<file path="src/rtl/pipe_ctrl_pkg.sv">
// Shared types and encodings for the pipeline sequencing controller.
// Hold levels, FSM states and the hold-level arbitration helper.
package pipe_ctrl_pkg;

    localparam logic [2:0] HOLD_NONE = 3'd0;
    localparam logic [2:0] HOLD_PC   = 3'd1;
    localparam logic [2:0] HOLD_IF   = 3'd2;
    localparam logic [2:0] HOLD_ID   = 3'd3;

    typedef enum logic [1:0] {
        RUN   = 2'd0,
        FLUSH = 2'd1,
        HOLD  = 2'd2
    } state_t;

    // ex and interrupt stalls freeze the whole front end; bus only the pc
    function automatic logic [2:0] hold_level(
        input logic ex,
        input logic bus,
        input logic intr
    );
        logic [2:0] lv;
        lv = HOLD_NONE;
        if (ex || intr) begin
            lv = HOLD_ID;
        end else if (bus) begin
            lv = HOLD_PC;
        end
        return lv;
    endfunction

endpackage

</file>
<file path="src/rtl/pipe_ctrl.sv">
// Front-end pipeline controller: hold arbitration, redirect and flush timing.
// Optional PIPE_CTRL_STAT_EN adds saturating stall/flush cycle counters.
module pipe_ctrl
    import pipe_ctrl_pkg::*;
#(
    parameter int FLUSH_CYCLES = 1,
    parameter int ADDR_W       = 32
) (
    input  logic              clk,
    input  logic              rst,
    input  logic              jump_flag_i,
    input  logic [ADDR_W-1:0] jump_addr_i,
    input  logic              hold_ex_i,
    input  logic              hold_bus_i,
    input  logic              hold_int_i,
    output logic [2:0]        hold_flag_o,
    output logic              jump_flag_o,
    output logic [ADDR_W-1:0] jump_addr_o,
    output logic              rst_if_id_o,
    output logic              rst_id_ex_o,
`ifdef PIPE_CTRL_STAT_EN
    output logic [31:0]       stall_cnt_o,
    output logic [31:0]       flush_cnt_o,
`endif
    output logic              busy_o
);

    localparam logic [3:0] CNT_INIT = 4'(FLUSH_CYCLES - 1);
    localparam bit         MULTI    = (FLUSH_CYCLES > 1);

    state_t            state_q, state_d;
    logic [3:0]        cnt_q, cnt_d;
    logic              pend_q, pend_d;
    logic [ADDR_W-1:0] pend_addr_q, pend_addr_d;

    logic [2:0]        level;
    logic              issue;
    logic [ADDR_W-1:0] issue_addr;
    logic              flush;

    // next-state, deferred-jump capture and redirect/flush decode
    always_comb begin
        level       = hold_level(hold_ex_i, hold_bus_i, hold_int_i);
        state_d     = state_q;
        cnt_d       = cnt_q;
        pend_d      = pend_q;
        pend_addr_d = pend_addr_q;
        issue       = 1'b0;
        issue_addr  = '0;
        flush       = 1'b0;
        unique case (state_q)
            RUN: begin
                if (level != HOLD_NONE) begin
                    state_d = HOLD;
                    if (jump_flag_i) begin
                        pend_d      = 1'b1;
                        pend_addr_d = jump_addr_i;
                    end
                end else if (jump_flag_i) begin
                    issue      = 1'b1;
                    issue_addr = jump_addr_i;
                end
            end
            FLUSH: begin
                flush = 1'b1;
                cnt_d = cnt_q - 4'd1;
                if (cnt_q <= 4'd1) begin
                    cnt_d   = 4'd0;
                    state_d = (level != HOLD_NONE) ? HOLD : RUN;
                end
            end
            HOLD: begin
                flush = pend_q;
                if (level != HOLD_NONE) begin
                    if (jump_flag_i && !pend_q) begin
                        pend_d      = 1'b1;
                        pend_addr_d = jump_addr_i;
                    end
                end else if (pend_q) begin
                    issue      = 1'b1;
                    issue_addr = pend_addr_q;
                    pend_d     = 1'b0;
                end else if (jump_flag_i) begin
                    issue      = 1'b1;
                    issue_addr = jump_addr_i;
                end else begin
                    state_d = RUN;
                end
            end
            default: begin
                state_d = RUN;
            end
        endcase
        if (issue) begin
            flush   = 1'b1;
            state_d = MULTI ? FLUSH : RUN;
            cnt_d   = CNT_INIT;
        end
    end

    // state, flush counter and pending jump registers
    always_ff @(posedge clk) begin
        if (rst) begin
            state_q     <= RUN;
            cnt_q       <= 4'd0;
            pend_q      <= 1'b0;
            pend_addr_q <= '0;
        end else begin
            state_q     <= state_d;
            cnt_q       <= cnt_d;
            pend_q      <= pend_d;
            pend_addr_q <= pend_addr_d;
        end
    end

    assign hold_flag_o = level;
    assign jump_flag_o = issue;
    assign jump_addr_o = issue_addr;
    assign rst_if_id_o = flush;
    assign rst_id_ex_o = flush;
    assign busy_o      = (state_q != RUN) || pend_q;

`ifdef PIPE_CTRL_STAT_EN
    // saturating counts of stalled and flushed cycles
    always_ff @(posedge clk) begin
        if (rst) begin
            stall_cnt_o <= 32'd0;
            flush_cnt_o <= 32'd0;
        end else begin
            if (level != HOLD_NONE && stall_cnt_o != 32'hFFFF_FFFF) begin
                stall_cnt_o <= stall_cnt_o + 32'd1;
            end
            if (flush && flush_cnt_o != 32'hFFFF_FFFF) begin
                flush_cnt_o <= flush_cnt_o + 32'd1;
            end
        end
    end
`endif

endmodule

</file>
<file path="config.mk">
export PLATFORM = sky130hd
export DESIGN_NAME = pipe_ctrl
export DESIGN_NICKNAME = d
export VERILOG_FILES = /design/src/rtl/pipe_ctrl_pkg.sv /design/src/rtl/pipe_ctrl.sv
export SDC_FILE = /design/constraint.sdc
export NUM_CORES = 1
export LEC_CHECK = 0
export CAP_MARGIN = 10
export CELL_PAD_IN_SITES_DETAIL_PLACEMENT = 0
export CELL_PAD_IN_SITES_GLOBAL_PLACEMENT = 1
export CORE_UTILIZATION = 30
export CTS_BUF_LIST = sky130_fd_sc_hd__clkbuf_16
export DETAILED_ROUTE_END_ITERATION = 12
export PLACE_DENSITY_LB_ADDON = 0.1
export SYNTH_ARGS = -nofsm -noshare
export SYNTH_HDL_FRONTEND = slang
export SYNTH_SLANG_ARGS = --single-unit
</file>
<file path="constraint.sdc">
create_clock -name clk -period 2.65 [get_ports clk]
set_input_delay 0.795 -clock clk [delete_from_list [all_inputs] [get_ports clk]]
set_output_delay 0.795 -clock clk [all_outputs]
set_load 0.02 [all_outputs]
</file>
==> results by group, run 1 <==
GRT
  – Vias in the first global route: 2177
  – First-pass GRT wire length: 10500 microns
  – Grt total ovfl: 0
  – Initial antenna violation count: 0
  – Largest net degree at the start of global routing: 35
  – Tot GR Track Use: 0.181

Final layout
  – Layout area overhead: 58.6%
  – Layout cell share with drive strength beyond 1: 0.274
  – Nets@finish: 396
  – # diodes: 0

Critical path
  – Worst path arrival time: 1800 ps
  – Worst path cell trace: buf_6 > nor3_4 > clkinv_4 > buf_12 > o21ai_4 > buf_6
  – Startpoint Class: primary input
  – Worst-path fanout max: 8
  – Crit path max-delay family: buffers and inverters
  – CP max stage delay: 230 ps
  – WP buf/inv: 4
  – Required @ worst endpoint: 1860 ps
  – CP Depth: 6
  – Worst reg-to-reg setup slack: 1430 ps
  – Cell mode on critical path: buf_6
  – CP max-delay cell: nor3_4
  – CP Capture Type: output pin
  – WS Path Type: primary input to output pin
  – R2R cell count: 4

Timing
  – Period utilization: 0.980
  – Final WS setup: 52.5 ps
  – Max-slew violation count: 0
  – Min Hold Slack: 467 ps
  – Fin Clk Skew: 3.59 ps
  – Finish-stage setup viols: 0
  – Final Hold Vio Count: 0
  – Fmax achieved: 385 MHz
  – Total negative slack: 0 ps
  – RSZ-0062 raised after global routing: false
  – Final Critical Period: 2600 ps

Synth
  – Sequential area share after synthesis: 0.343
  – Mux cell area share after synthesis: 0
  – Synth Flop Type: dfxtp_1
  – EDFF count, synth: 0
  – Simple-gate area share of the yosys netlist: 0.265
  – Netlist cell types: 20
  – Largest family of logic cells by synthesized area: compound AO/OA/AOI/OAI gates
  – Mean Syn Cell Area: 7.07 sq um
  – Post-synthesis cell count: 281
  – Top-count cell post-synth: a21oi_1
  – Netlist Area Pre-Place: 0.00199 sq mm
  – Largest cells by area after synthesis: dfxtp_1 34%, a21oi_1 17%, o31ai_1 12%
  – Top cell type's share of synthesized area: 0.343
  – Adder-Cell Fraction of Synth Area: 0
  – Post-synth top cells: 66 x a21oi_1, 34 x dfxtp_1, 34 x nand2_1
  – Area leader, netlist: dfxtp_1
  – Post-synth ARST share: 0
  – Mapped Nets: 319
  – Synth Area in Compound Gates: 0.292
  – Synth warn: 0
  – Post-synthesis register bit count: 34
  – Xor/xnor share of the synthesized area: 0

Clocking
  – CTS tree: yes
  – Longest Clk Path Bufs: 2
  – Deepest level of the CTS H-tree: 2
  – # hold bufs at CTS: 0
  – Clk slew on worst S/H paths: 50 ps
  – CTS Sinks: 34
  – CTS root buffer: clkbuf_16
  – CTS buffer count: 5
  – Clk_lat worst skew: 270 ps

Floorplanning
  – Die width: 83.4 microns
  – Row count: 29
  – Initial Util: 0.311
  – Die Area: 0.00695 sq mm
  – # IOs: 77
  – Die Y: 83.4 microns
  – Core region area: 0.00639 sq mm

Drt
  – Initial DRT Pass Iterations: 4
  – Antenna Nets Post-Route: 0
  – DRC viols: 0
  – Routed WL: 6740 microns
  – Drt wl/cell: 15.5 microns
  – Vias: 2411
  – Initial DRC count: 119
  – Vias/cell: 5.54

Run
  – Max-cap violations: 0

Place
  – PortBufs: 75
  – Post-place setup slack: -696 ps
  – Post-DP HPWL: 3870 microns
  – Routability Congestion: 0.682

Hold path
  – Worst Hold Depth: 2
  – Hold Path Class: register to register

Power
  – Worst IR Drop VDD: 255 uV
  – P_leak: 1.26 nW
  – Total power draw: 0.00142 W
  – Power density cells: 450 mW/mm^2

Outcome
  – Outcome: completed
## cell type report
class	instances	area (sq um)
fillers	648	3230
multi-input cells	204	1170
repair buffers	110	1060
flip-flops and latches	34	681
clock buffers	5	125
well taps	77	96.3
inverters	3	16.3
clock inverters	2	7.51
## worst reg2reg max path: stages, from the launching register on
cell and delay [ps]:
dfxtp_1 320, and2_2 230, buf_4 210, o31ai_1 230, a21oi_1 100
## metrics by stage
| stage | instances | cell area, sq um | util |
|---|---|---|---|
| after detailed placement | 421 | 2930 | 0.458 |
| after floorplan | 281 | 1990 | - |
| after global placement | 421 | 2930 | 0.458 |
| after CTS | 430 | 2990 | 0.468 |
| after global routing | 435 | 3150 | 0.494 |
| final | 435 | 3150 | 0.494 |
## logic make-up (layout without fill, tap and decap cells)
| family | after synthesis | in the layout |
|---|---|---|
| AOI/OAI and AO/OA | 100 | 100 |
| buffers and inverters | 43 | 120 |
| DFF | 34 | 34 |
| other | 1 | 1 |
| and+or+nand+nor | 103 | 103 |
## worst paths after layout
path	end	startpoint
min reg2reg	pend_addr_q[26]	pend_addr_q[26]
max reg2reg	pend_addr_q[31]	pend_q
max	rst_id_ex_o	hold_int_i
min	pend_addr_q[26]	pend_addr_q[26]
## what timing repair did
action | 4_1_cts | 5_1_grt
gates cloned | 1 | 4
buffers inserted | 1 | 1
endpoints found under the setup margin | 37 | 36
resized for setup | 174 | 33
pin swaps | 1 | 2
## layer usage
| layer | GRT usage | routed length, microns | vias to the layer above |
|---|---|---|---|
| li1 | - | - | 1191 |
| met2 | 0.307 | 3270 | 96 |
| met4 | 0.0502 | 58 | 0 |
| met3 | 0.0388 | 384 | 6 |
| met5 | 0 | 0 | - |
| met1 | 0.231 | 3040 | 1118 |
## layout by cell type, fill, tap and decap left out, drive strengths merged, types with 2 or more instances in the layout
cell and n:
o31ai 32, inv 3, buf 70, clkbuf 9
nand4 32, o21ai 2, a21oi 66, nand2 34
dfxtp 34, clkdlybuf4s50 34, clkinv 2, nand3 32
or2 2
## sequential cells by signal (all words and copies together), names as in the netlist
name	count
pend_addr_q	32
pend_q	1
state_q	1
## report_power, final
| group | internal (W) | switching, W |
|---|---|---|
| clock network | 0.000335 | 0.000194 |
| registers | 0.000544 | 0.0000169 |
| logic | 0.000158 | 0.000171 |
| total | 0.00104 | 0.000382 |
Power figures use the tool's default switching activity.
==> run 2, diff against run 1 <==
Settings changed: CORE_UTILIZATION 30 to 25.
==> run 2 against run 1 <==
Critical path type unchanged. Power rose by 11%. Largest cell class unchanged. Non-clock buffer count rose by 7. Clock skew fell by 0.60 ps. Largest power group is now the clock network.
==> results by group, run 2 (synthesis gave the netlist of run 1 again) <==
Drt
  – Vias: 2409 (-0.083%)
  – Met2 WL post-DR: 3260 microns (-0.31%)
  – Metal-1 WL: 3530 microns (+16%)
  – DRC viols: 0 (unchanged)
  – Met3 routed WL: 318 microns (-17%)
  – Vias/cell: 5.15 (-7.1%)
  – Initial DRC count: 110 (-7.6%)
  – Drt wl/cell: 15.3 microns (-1.6%)
  – Highest metal used: met4
  – Antenna Nets Post-Route: 0 (unchanged)
  – Routed WL: 7140 microns (+5.9%)
  – Initial DRT Pass Iterations: 4 (unchanged)

GRT
  – Tot GR Track Use: 0.159 (-0.0222)
  – Largest net degree at the start of global routing: 35 (unchanged)
  – Initial antenna violation count: 0 (unchanged)
  – First-pass GRT wire length: 10800 microns (+3.8%)
  – Vias in the first global route: 2181 (+0.18%)
  – Grt total ovfl: 0 (unchanged)

Clocking
  – Clk slew on worst S/H paths: 60 ps (about the same)
  – # hold bufs at CTS: 0 (unchanged)
  – CTS Sinks: 34 (unchanged)
  – Clk_lat worst skew: 270 ps (about the same)
  – CTS root buffer: clkbuf_16
  – Longest Clk Path Bufs: 2 (unchanged)
  – Deepest level of the CTS H-tree: 2 (unchanged)
  – CTS buffer count: 5 (unchanged)
  – CTS tree: yes

Timing
  – Fin Clk Skew: 3.00 ps (-0.596 ps)
  – Period utilization: 0.988 (+0.00811)
  – Finish-stage setup viols: 0 (unchanged)
  – Final Hold Vio Count: 0 (unchanged)
  – Fmax achieved: 382 MHz (-0.82%)
  – Max-slew violation count: 0 (unchanged)
  – Total negative slack: 0 ps (unchanged)
  – Final Critical Period: 2620 ps (+21.5 ps)

Place
  – Placement-stage cell area: 0.00299 sq mm (+2.1%)
  – PortBufs: 75 (unchanged)
  – Post-DP HPWL: 3970 microns (+2.6%)
  – Routability Congestion: 0.683 (+0.13%)

Power
  – Worst IR Drop VDD: 270 uV (+6.1%)
  – P_leak: 1.32 nW (+5.4%)
  – Power density cells: 457 mW/mm^2 (+1.4%)
  – Total power draw: 0.00157 W (+11%)

Critical path
  – CP max stage delay: 240 ps (about the same)
  – R2R cell count: 4 (unchanged)
  – Worst path cell trace: buf_6 > nor3_4 > clkinv_4 > buf_12 > buf_12 > o21ai_4 > buf_6
  – Worst path arrival time: 1820 ps (+20 ps)
  – WS Path Type: primary input to output pin
  – Worst-path fanout max: 5 (-3)
  – WP buf/inv: 5 (+1)
  – CP max-delay cell: nor3_4
  – Crit path max-delay family: buffers and inverters
  – CP Capture Type: output pin
  – Startpoint Class: primary input
  – Reg-to-reg endpoint: pend_addr_q[2]
  – Worst reg-to-reg setup slack: 1460 ps (+30 ps)
  – Reg2reg start: pend_q
  – Required @ worst endpoint: 1860 ps (about the same)

Hold path
  – Worst Hold Depth: 2 (unchanged)
  – Hold endpoint: pend_addr_q[21]
  – Hold Startpoint: pend_addr_q[21]
  – Hold Path Class: register to register

Final layout
  – # diodes: 0 (unchanged)
  – Commonest non-fill, non-tap cell in the layout: buf_4
  – Layout cell share with drive strength beyond 1: 0.342 (+0.0678)
  – Nets@finish: 403 (+1.8%)
  – Filler Cells Inserted: 803 (+24%)
  – Max FFs per register: 32 (unchanged)
  – Most frequent cells in the layout: 57 x buf_4, 38 x a21oi_1, 34 x clkdlybuf4s50_1, 34 x dfxtp_1, 33 x nand2_1
  – Layout area overhead: 73.0%
  – Post-route cell area: 0.00344 sq mm (+9.1%)
  – Largest regs: pend_addr_q x32, pend_q x1, state_q x1
  – Reg with most FFs: pend_addr_q

Floorplanning
  – Die width: 91.2 microns (+9.3%)
  – Core region area: 0.00769 sq mm (+20%)
  – Die Area: 0.00831 sq mm (+20%)
  – # IOs: 77 (unchanged)
  – Row count: 32 (+10%)
  – Initial Util: 0.258 (-0.0527)
  – Die Y: 91.2 microns (+9.3%)

Run
  – Max-cap violations: 0 (unchanged)

Outcome
  – Outcome: completed
-- run 2: changes by cell type in the layout (fill, tap and decap cells not counted), sizes merged --
| cell | before | now |
|---|---|---|
| buf | 70 | 76 |
| bufinv | 0 | 1 |
| clkbuf | 9 | 10 |
| clkinv | 2 | 4 |
| inv | 3 | 1 |
-- run 2: worst max path at each step --
| stage | cells past startpoint | slack (ps) | to | from |
|---|---|---|---|---|
| 2_1_floorplan | 4 | 50 | jump_addr_o[0] | hold_int_i |
| 3_3_place_gp | 6 | -710 | jump_addr_o[31] | hold_int_i |
| 3_5_place_dp | 6 | -700 | jump_addr_o[31] | hold_int_i |
| 4_1_cts | 6 | -20 | rst_if_id_o | hold_bus_i |
| 5_1_grt | 7 | -7 | rst_id_ex_o | hold_bus_i |
| 6_report | 7 | 30 | rst_if_id_o | hold_bus_i |
-- run 2: metal layers --
metal / up-vias / GRT usage
met5: - / 0
met4: 0 / 0.0317
met3: 4 / 0.0335
met2: 59 / 0.254
met1: 1141 / 0.219
li1: 1205 / -
-- run 2: worst reg2reg max path: stages (launching register included) --
cell and delay, ps:
dfxtp_1 330, and2_2 240, buf_12 170, o31ai_1 230, a21oi_1 100
-- run 2: power breakdown --
part           internal (W)  switching [W]
Sequential         0.000544      0.0000165
Combinational      0.000174       0.000184
Clock              0.000440       0.000213
Total               0.00116       0.000413
-- run 2: per-stage QoR --
stage / util / hold slack [ps] / cells / setup slack (ps)
finish: 0.447 / 468 / 468 / 31.0
floorplan: - / 449 / 281 / 47.1
detailed placement: 0.389 / 461 / 450 / -703
CTS: 0.403 / 469 / 459 / -21.5
global placement: 0.389 / 456 / 450 / -710
global route: 0.447 / 484 / 468 / -7.31
-- run 2: cell type report --
class,instances,area [sq um],share of cell area
multi-input cells,204,1260,0.367
repair buffers,117,1190,0.345
flip-flops and latches,34,681,0.198
well taps,102,128,0.0371
clock buffers,5,125,0.0364
clock inverters,3,40.0,0.0116
inverters,3,16.3,0.00473
-- run 2: timing repair --
| item | CTS | global route |
|---|---|---|
| hold endpoints to repair | 0 | 0 |
| pin swaps | 1 | 2 |
| endpoints found under the setup margin | 37 | 36 |
| buffers inserted | 0 | 5 |
| resized for setup | 183 | 59 |
| gates cloned | 1 | 4 |
==> run 3, diff against run 2 <==
Clock period 2.65 ns to 2.5 ns, I/O delays scaled along.
==> run 3 against run 2 <==
The flow now finishes with violations (setup timing). Via count down 0.87%. Core utilization down 1.9 points. Non-clock buffer count unchanged. Count of clock-buffer cells in the layout unchanged. Power down 2.2%. Final cell count up 0.21%. Combinational power up 2%. Routed wire length down 3.4%. Register-to-register slack worse by 140 ps. Final area down 4.3%. First-iteration DRC count down 6.4%. Sequential power up 6.1%. Critical path type unchanged. Critical endpoint unchanged. Largest power group is now registers. Highest routed layer unchanged.
==> results by group, run 3 (synthesis gave the netlist of run 1 again) <==
Critical path
  – CP Capture Type: output pin
  – Startpoint Class: primary input
  – Worst path arrival time: 1750 ps (-70 ps)
  – Required @ worst endpoint: 1750 ps (-110 ps)
  – WS Path Type: primary input to output pin
  – Worst-path fanout max: 5 (unchanged)

GRT
  – First-pass GRT wire length: 11000 microns (+1.5%)
  – Tot GR Track Use: 0.162 (+0.00324)
  – Largest net degree at the start of global routing: 35 (unchanged)
  – Initial antenna violation count: 0 (unchanged)
  – Grt total ovfl: 0 (unchanged)
  – Vias in the first global route: 2226 (+2.1%)

Drt
  – DRC viols: 0 (unchanged)
  – Vias/cell: 5.09 (-1.1%)
  – Routed WL: 6900 microns (-3.4%)
  – Drt wl/cell: 14.7 microns (-3.6%)
  – Antenna Nets Post-Route: 0 (unchanged)
  – Vias: 2388 (-0.87%)
  – Initial DRT Pass Iterations: 4 (unchanged)
  – Initial DRC count: 103 (-6.4%)

Timing
  – Final Critical Period: 2500 ps
  – RSZ-0062 raised after global routing: true
  – Period utilization: 1.00
  – Fmax achieved: 400 MHz
  – Min Hold Slack: 466 ps (-2.28 ps)
  – Fin Clk Skew: 4.45 ps (+1.46 ps)
  – Final Hold Vio Count: 0 (unchanged)
  – Final WS setup: -1.94 ps (-33.0 ps)
  – Finish-stage setup viols: 2 (+2)
  – Max-slew violation count: 0 (unchanged)

Final layout
  – Filler Cells Inserted: 805 (+0.25%)
  – Final core utilization: 0.428 (-0.0190)
  – Most frequent cells in the layout: 53 x a21oi_1, 53 x buf_4, 34 x clkdlybuf4s50_1, 34 x dfxtp_1, 33 x nand2_1
  – Register area: 681 sq um (unchanged)
  – Max FFs per register: 32 (unchanged)
  – Non-filler cells in the finished layout: 469 (+0.21%)
  – Reg with most FFs: pend_addr_q
  – Nets@finish: 404 (+0.25%)
  – Layout cell share with drive strength beyond 1: 0.294 (-0.0473)
  – Largest regs: pend_addr_q x32, pend_q x1, state_q x1
  – Layout area overhead: 65.7%
  – Multi-input gate area: 0.00117 sq mm (-6.8%)
  – # diodes: 0 (unchanged)

Floorplanning
  – Die Area: 0.00831 sq mm (unchanged)
  – Core region area: 0.00769 sq mm (unchanged)
  – Die width: 91.2 microns (unchanged)
  – Initial Util: 0.258 (unchanged)
  – Row count: 32 (unchanged)
  – Die Y: 91.2 microns (unchanged)
  – # IOs: 77 (unchanged)

Place
  – Routability Congestion: 0.683 (unchanged)
  – Post-place setup slack: -762 ps (-58.6 ps)
  – PortBufs: 75 (unchanged)
  – Post-DP HPWL: 3960 microns (-0.26%)
  – Placed insts: 450 (unchanged)

Clocking
  – CTS tree: yes
  – CTS buffer count: 5 (unchanged)
  – Clk_lat worst skew: 270 ps (about the same)
  – # hold bufs at CTS: 0 (unchanged)
  – Deepest level of the CTS H-tree: 2 (unchanged)
  – CTS root buffer: clkbuf_16
  – CTS Sinks: 34 (unchanged)
  – Longest Clk Path Bufs: 2 (unchanged)
  – Clk slew on worst S/H paths: 50 ps (about the same)

Outcome
  – Outcome: complete, but fails checks
  – Failing checks: setup timing

Power
  – Worst IR Drop VDD: 286 uV (+5.8%)
  – Power density cells: 467 mW/mm^2 (+2.2%)
  – P_leak: 1.31 nW (-0.76%)
  – Total power draw: 0.00154 W (-2.2%)

Hold path
  – Hold Path Class: register to register

Run
  – Max-cap violations: 0 (unchanged)
==> run 3: changes by cell type in the layout (fill, tap and decap cells not counted), sizes merged <==
cell    delta
bufbuf     +1
bufinv     -1
buf        +2
inv        +3
clkbuf     -3
clkinv     -1
==> run 3: path summary, 6_finish.rpt <==
kind | startpoint | end | slack (ps) | cells past startpoint
worst max register to register | pend_q | pend_addr_q[10] | 1320 | 4
worst max-delay path | hold_int_i | rst_if_id_o | -2 | 7
worst min-delay path | pend_addr_q[8] | pend_addr_q[8] | 470 | 2
worst min register to register | pend_addr_q[8] | pend_addr_q[8] | 470 | 2
==> run 3: final cells by class <==
type | count | area share
Tap cell | 102 | 0.0388
Timing Repair Buffer | 117 | 0.347
Multi-Input combinational cell | 204 | 0.357
Sequential cell | 34 | 0.207
Clock buffer | 5 | 0.0380
Inverter | 3 | 0.00570
Timing Repair inverter | 1 | 0.00342
Clock inverter | 3 | 0.00380
==> run 3: worst max-delay path: stages <==
cell	delay [ps]
buf_2	120
nor3_4	220
buf_6	150
inv_8	50
clkbuf_16	150
o21ai_4	160
buf_6	140
==> run 3: repair_timing <==
item / 4_1_cts / 5_1_grt
gates cloned: 3 / 3
setup endpoints to repair: 37 / 32
setup buffers: 4 / 2
pin swaps: 1 / 2
gates resized for setup: 177 / 38
endpoints found under the hold margin: 0 / 0
==> run 3: power by group <==
part	internal (W)	switching [W]
Clock	0.000360	0.000217
Sequential	0.000577	0.0000172
Combinational	0.000180	0.000186
==> run 3: through the flow <==
| step | setup TNS [ps] | area [sq um] |
|---|---|---|
| detailed placement | -25490 | 2990 |
| finish | -3.10 | 3290 |
| CTS | 0 | 3110 |
| global placement | -25770 | 2990 |
| global route | -93.9 | 3290 |
| floorplan | -127 | 1990 |
==> run 3: per-layer routing <==
metal	routed length [microns]	global-route usage	vias to the layer above
met3	328	0.0310	5
met2	3040	0.260	56
met4	47	0.0357	0
li1	-	-	1207
met1	3490	0.224	1120
met5	0	0	-
